**src/rtl/axis_word_serializer_if.sv**
```systemverilog
// Stream bundle for axis_word_serializer: word-wide input side, beat-wide output side.
// The slave modport is the serialiser's view; master is the view of whatever drives it.
interface axis_word_serializer_if #(
  parameter int IN_W  = 64,
  parameter int OUT_W = 8,
  parameter int DEPTH = 4
);
  localparam int RATIO = IN_W / OUT_W;
  localparam int LW    = $clog2(RATIO + 1);
  localparam int CW    = $clog2(DEPTH + 1);

  logic [IN_W-1:0]  s_data;
  logic [LW-1:0]    s_len;
  logic             s_last;
  logic             s_valid;
  logic             s_ready;
  logic [OUT_W-1:0] m_data;
  logic             m_valid;
  logic             m_last;
  logic             m_ready;
  logic [CW-1:0]    fifo_count;

  modport slave (
    input  s_data, s_len, s_last, s_valid, m_ready,
    output s_ready, m_data, m_valid, m_last, fifo_count
  );

  modport master (
    output s_data, s_len, s_last, s_valid, m_ready,
    input  s_ready, m_data, m_valid, m_last, fifo_count
  );
endinterface

```
**src/rtl/axis_word_serializer.sv**
```systemverilog
// Buffers IN_W-bit words in a small FIFO and streams each one out as OUT_W-bit beats,
// least-significant beat first, honouring backpressure on both sides.
//
//   state   | meaning
//   --------+-----------------------------------------------------------
//   IDLE    | nothing in flight; pops the FIFO head as soon as one exists
//   LOAD    | head word sits in the shift register, first beat next cycle
//   SEND    | m_valid=1, current beat on m_data, advances on m_ready
module axis_word_serializer #(
  parameter int IN_W  = 64,
  parameter int OUT_W = 8,
  parameter int DEPTH = 4
) (
  input  logic                   clk,
  input  logic                   reset_n,
  axis_word_serializer_if.slave  bus
);
  localparam int RATIO = IN_W / OUT_W;
  localparam int LW    = $clog2(RATIO + 1);
  localparam int CW    = $clog2(DEPTH + 1);
  localparam int PW    = $clog2(DEPTH);
  localparam logic [LW-1:0] RATIO_L = LW'(RATIO);
  localparam logic [CW-1:0] DEPTH_C = CW'(DEPTH);

  typedef enum logic [1:0] {ST_IDLE, ST_LOAD, ST_SEND} state_t;

  state_t          state_q, state_d;
  logic [IN_W-1:0] shift_q, shift_d;
  logic [LW-1:0]   len_q, len_d;
  logic [LW-1:0]   idx_q, idx_d;
  logic            last_q, last_d;
  logic [PW-1:0]   wr_ptr_q, wr_ptr_d;
  logic [PW-1:0]   rd_ptr_q, rd_ptr_d;
  logic [CW-1:0]   count_q, count_d;

  logic [IN_W-1:0] mem_data_q [DEPTH];
  logic [LW-1:0]   mem_len_q  [DEPTH];
  logic            mem_last_q [DEPTH];

  logic            s_ready_int;
  logic            push;
  logic            pop;
  logic            fifo_empty;
  logic            final_beat;
  logic [LW-1:0]   s_len_clamped;

  // Ready comes only from the registered count, so a full FIFO refuses even while popping.
  assign s_ready_int   = (count_q != DEPTH_C);
  assign push          = bus.s_valid && s_ready_int;
  assign fifo_empty    = (count_q == '0);
  assign final_beat    = (idx_q == len_q - LW'(1));
  assign s_len_clamped = ((bus.s_len == '0) || (bus.s_len > RATIO_L)) ? RATIO_L : bus.s_len;

  assign bus.s_ready    = s_ready_int;
  assign bus.m_valid    = (state_q == ST_SEND);
  assign bus.m_data     = shift_q[OUT_W-1:0];
  assign bus.m_last     = (state_q == ST_SEND) && last_q && final_beat;
  assign bus.fifo_count = count_q;

  always_comb begin
    state_d = state_q;
    shift_d = shift_q;
    len_d   = len_q;
    idx_d   = idx_q;
    last_d  = last_q;
    pop     = 1'b0;

    unique case (state_q)
      ST_IDLE: begin
        if (!fifo_empty) begin
          pop     = 1'b1;
          state_d = ST_LOAD;
        end
      end
      ST_LOAD: begin
        state_d = ST_SEND;
      end
      ST_SEND: begin
        if (bus.m_ready) begin
          if (!final_beat) begin
            shift_d = shift_q >> OUT_W;
            idx_d   = idx_q + LW'(1);
          end else if (!fifo_empty) begin
            pop     = 1'b1;
          end else begin
            state_d = ST_IDLE;
          end
        end
      end
      default: state_d = ST_IDLE;
    endcase

    // Back-to-back words reload straight from the head so no bubble appears between them.
    if (pop) begin
      shift_d = mem_data_q[rd_ptr_q];
      len_d   = mem_len_q[rd_ptr_q];
      last_d  = mem_last_q[rd_ptr_q];
      idx_d   = '0;
    end
  end

  always_comb begin
    wr_ptr_d = push ? wr_ptr_q + PW'(1) : wr_ptr_q;
    rd_ptr_d = pop  ? rd_ptr_q + PW'(1) : rd_ptr_q;
    count_d  = count_q;
    unique case ({push, pop})
      2'b10:   count_d = count_q + CW'(1);
      2'b01:   count_d = count_q - CW'(1);
      default: count_d = count_q;
    endcase
  end

  always_ff @(posedge clk) begin
    if (push) begin
      mem_data_q[wr_ptr_q] <= bus.s_data;
      mem_len_q[wr_ptr_q]  <= s_len_clamped;
      mem_last_q[wr_ptr_q] <= bus.s_last;
    end
  end

  always_ff @(posedge clk or negedge reset_n) begin
    if (!reset_n) begin
      state_q  <= ST_IDLE;
      shift_q  <= '0;
      len_q    <= '0;
      idx_q    <= '0;
      last_q   <= 1'b0;
      wr_ptr_q <= '0;
      rd_ptr_q <= '0;
      count_q  <= '0;
    end else begin
      state_q  <= state_d;
      shift_q  <= shift_d;
      len_q    <= len_d;
      idx_q    <= idx_d;
      last_q   <= last_d;
      wr_ptr_q <= wr_ptr_d;
      rd_ptr_q <= rd_ptr_d;
      count_q  <= count_d;
    end
  end
endmodule

```
**src/flat_wrapper.sv**
```systemverilog
// flat-port wrapper written by rule: the top's interface ports become plain ports
module axis_word_serializer_flat 
#(
  parameter int IN_W  = 64,
  parameter int OUT_W = 8,
  parameter int DEPTH = 4
)
  (clk, reset_n, bus_s_data, bus_s_len, bus_s_last, bus_s_valid, bus_m_ready, bus_s_ready, bus_m_data, bus_m_valid, bus_m_last, bus_fifo_count);
  axis_word_serializer_if #(.IN_W(IN_W), .OUT_W(OUT_W), .DEPTH(DEPTH)) bus_i ();
  input  logic clk;
  input  logic reset_n;
  input wire logic [$bits(bus_i.s_data)-1:0] bus_s_data;
  input wire logic [$bits(bus_i.s_len)-1:0] bus_s_len;
  input wire logic [$bits(bus_i.s_last)-1:0] bus_s_last;
  input wire logic [$bits(bus_i.s_valid)-1:0] bus_s_valid;
  input wire logic [$bits(bus_i.m_ready)-1:0] bus_m_ready;
  output wire logic [$bits(bus_i.s_ready)-1:0] bus_s_ready;
  output wire logic [$bits(bus_i.m_data)-1:0] bus_m_data;
  output wire logic [$bits(bus_i.m_valid)-1:0] bus_m_valid;
  output wire logic [$bits(bus_i.m_last)-1:0] bus_m_last;
  output wire logic [$bits(bus_i.fifo_count)-1:0] bus_fifo_count;
  assign bus_i.s_data = bus_s_data;
  assign bus_i.s_len = bus_s_len;
  assign bus_i.s_last = bus_s_last;
  assign bus_i.s_valid = bus_s_valid;
  assign bus_i.m_ready = bus_m_ready;
  assign bus_s_ready = bus_i.s_ready;
  assign bus_m_data = bus_i.m_data;
  assign bus_m_valid = bus_i.m_valid;
  assign bus_m_last = bus_i.m_last;
  assign bus_fifo_count = bus_i.fifo_count;
  axis_word_serializer #(.IN_W(IN_W), .OUT_W(OUT_W), .DEPTH(DEPTH)) u_core (.clk(clk), .reset_n(reset_n), .bus(bus_i));
endmodule
```
**config.mk**
```make
export PLATFORM = sky130hd
export DESIGN_NAME = axis_word_serializer_flat
export DESIGN_NICKNAME = d
export VERILOG_FILES = /design/src/rtl/axis_word_serializer_if.sv /design/src/rtl/axis_word_serializer.sv /design/src/flat_wrapper.sv
export SDC_FILE = /design/constraint.sdc
export NUM_CORES = 1
export LEC_CHECK = 0
export ABC_AREA = 1
export ABC_CLOCK_PERIOD_IN_PS = 5700
export BUFFER_PORTS_ARGS = -buffer_cell sky130_fd_sc_hd__buf_2
export CAP_MARGIN = 20
export CORE_UTILIZATION = 60
export CTS_CLUSTER_DIAMETER = 100
export DETAILED_ROUTE_END_ITERATION = 6
export PLACE_DENSITY = 0.79
export SETUP_SLACK_MARGIN = 0.15
export SLEW_MARGIN = 0
export SYNTH_ARGS = -nofsm -noshare
export SYNTH_HDL_FRONTEND = slang
export SYNTH_SLANG_ARGS = --single-unit
```
**constraint.sdc**
```tcl
create_clock -name clk -period 5.7 [get_ports clk]
set_input_delay 0.285 -clock clk [delete_from_list [all_inputs] [get_ports clk]]
set_output_delay 0.285 -clock clk [all_outputs]
set_load 0.05 [all_outputs]
```
==> impl_metrics.json <==
{
  "dr_total_vias": 9532,
  "syn_area_per_cell_um2": 12.2,
  "area_growth_pct": 16.5,
  "start_util": 0.620,
  "drtPass1Iterations": 5,
  "cts_inserted_buffers": 36,
  "min_period_over_period": 0.543,
  "r2r_slack_ns": 2.61,
  "drive_gt1_frac": 0.128,
  "synth_nets": 1250,
  "grt_pass1_vias": 9143,
  "synth_cell_types": 25,
  "synthFlopType": "edfxtp_1",
  "netlist.area_leader.share": 0.583,
  "seq_area_frac_synth": 0.727,
  "min_period_ns": 3.09,
  "cts-root-buf": "clkbuf_16",
  "synth_top_area_cell": "edfxtp_1",
  "finalNetCount": 1365,
  "antenna_found_initial": 0,
  "overflow": 0,
  "n_antenna_cell": 0,
  "crit_type": "register to register",
  "fin_cells": 1623,
  "clkTransAtPathRegs_ns": 0.06,
  "ys_warn_count": 0,
  "yosysMostFrequentCell": "edfxtp_1",
  "syn-cell-area_um2": 14200,
  "grt_pass1_wl_mm": 48.6,
  "vdd_ir_drop_max_mv": 0.415,
  "die_area_um2": 24300,
  "drt_iter0_markers": 934,
  "drc": 0,
  "tightest_slew_ns": 1.11,
  "hold_violations": 0,
  "wl_met1_mm": 12.8,
  "clk_latency_ns": 0.52,
  "cpMostUsedCell": "nand2_1",
  "crit_fanout": 79,
  "setup-tns-final_ns": 0,
  "route.met3.wl_mm": 2.25,
  "r2r.worst_path.cells": 12,
  "core_area_um2": 22900,
  "routed-wl-met2_mm": 14.9,
  "tritoncts": "built",
  "yosys-top-cells-area": "edfxtp_1, dfrtp_1, o21ai_0, nor2_1, nand3_1",
  "setup_viol": 0,
  "drv_slew": 0,
  "die-height_um": 156,
  "critPathRequiredTime_ns": 6.14,
  "clockBufferDepth": 3,
  "holdBufCountCts": 55,
  "yosys-top-cells-count": "edfxtp_1, nor2_1, o21ai_0",
  "netlist_instances": 1169,
  "slew_headroom": 0.257,
  "final_util": 0.723,
  "fmax_mhz": 323,
  "worstPathCellList": "inv_1, ha_1, nand2_1, inv_1, nor2_1, nand2_1, nor2_4, nand4_4, nand2_2, buf_4, nand2_1, nand3_1",
  "cts_setup_buffers": 0,
  "p_leak_nw": 6.22,
  "routed.top_layer": "met4",
  "post-dp-hpwl_mm": 17.3,
  "cts_sinks": 358,
  "postCtsResizedCells": 0,
  "ioPinCount": 87,
  "async_flop_share": 0.229,
  "wl_per_cell_um": 19.0,
  "total_power_mw": 9.25,
  "ctsHtreeMaxLevel": 2,
  "grt_max_degree": 94,
  "rows": 55,
  "holdPathStages": 1,
  "worstSetupEndpointType": "register",
  "placed_cells": 1499,
  "cpPeakStageDelay_ns": 0.66,
  "max_cap_violations": 0,
  "cp_slowest_cell": "buf_4",
  "cp-start-kind": "register",
  "track_usage": 0.263,
  "p_per_area_nw_per_um2": 558,
  "vias_per_cell": 5.87,
  "portBuffers": 86,
  "synth-edff-count": 276,
  "grt_setup_unrepaired": "false",
  "die_w_um": 156,
  "ys_seq_elements": 358,
  "critPathArrivalTime_ns": 3.54,
  "postRouteWirelength_mm": 30.8,
  "hold_class": "input pin to register",
  "routabilityCongestion": 0.860,
  "status": "finished clean",
  "ant_nets": 0,
  "finClkSkew_ns": 0.00834
}
==> final cells by class <==
cell class | instances | area, um2
inverters | 30 | 114
clock inverters | 8 | 38.8
fillers | 1495 | 6350
well taps | 313 | 392
clock buffers | 56 | 1110
flip-flops and latches | 358 | 10300
multi-input cells | 698 | 3400
repair buffers | 160 | 1170
==> state kept, by name (all words and copies together) (netlist names) <==
signal,cells
u_core.mem_data_q,256
u_core.shift_q,64
u_core.mem_len_q,16
u_core.idx_q,4
u_core.len_q,4
u_core.mem_last_q,4
u_core.bus.fifo_count,3
u_core.rd_ptr_q,2
u_core.state_q,2
u_core.wr_ptr_q,2
u_core.last_q,1
==> metrics by stage <==
stage / hold slack [ns] / instance area [um2] / setup slack [ns]
finish: 0.00531 / 16600 / 2.61
global route: 0.00185 / 16600 / 2.36
CTS: 0.000860 / 16500 / 2.20
detailed placement: 0.304 / 14800 / 2.24
global placement: 0.301 / 14800 / 2.29
floorplan: -0.0106 / 14200 / 0.695
==> worst max-delay path: cells and delay by family, from the launching register on <==
family | cells | cell delay (ns)
AND/OR/NAND/NOR | 8 | 1.53
buffers and inverters | 3 | 0.78
flip-flops | 1 | 0.36
adder cells (fa/ha/maj) | 1 | 0.32
==> logic make-up after synthesis <==
logic type	synth area share
and+or+nand+nor	0.141
DFF	0.727
AOI/OAI and AO/OA	0.0851
buffers and inverters	0.0356
adders and majority gates	0.00757
xor gates and xnor gates	0.00370
==> final timing paths <==
kind | endpoint | from
max | u_core.shift_q[38] | u_core.len_q[0]
min | u_core.mem_data_q[0][55] | bus_s_data[55]
max reg2reg | u_core.shift_q[38] | u_core.len_q[0]
min reg2reg | u_core.last_q | u_core.last_q
max in group asynchronous | u_core.rd_ptr_q[1] | reset_n
min in group asynchronous | u_core.bus.fifo_count[1] | reset_n
==> routing by layer <==
metal,GRT usage,vias up
met5,0,-
met4,0.0943,0
met3,0.0478,65
met2,0.428,411
met1,0.358,4624
li1,-,4432
==> layout by cell type (no fill, tap or decap), drive strengths merged <==
cell and count:
dlygate4sd3 57, clkbuf 56, dfrtp 82, nor3 2, inv 29, a21boi 1, nand3 110, ha 7
a21oi 6, nand4 36, clkinv 8, nor2 170, o22ai 69, xor2 4, nand2 142, o21ai 148
buf 103, edfxtp 276, clkinvlp 1, fa 1, xnor2 2
==> power breakdown <==
group          internal (mW)  total, mW  leakage, nW  switching [mW]
registers               3.56       3.92         3.54           0.363
clock network           1.34       2.28        0.561           0.938
logic                  0.896       3.06         2.12            2.16
total                   5.79       9.25         6.22            3.46
Power figures use the tool's default switching activity.
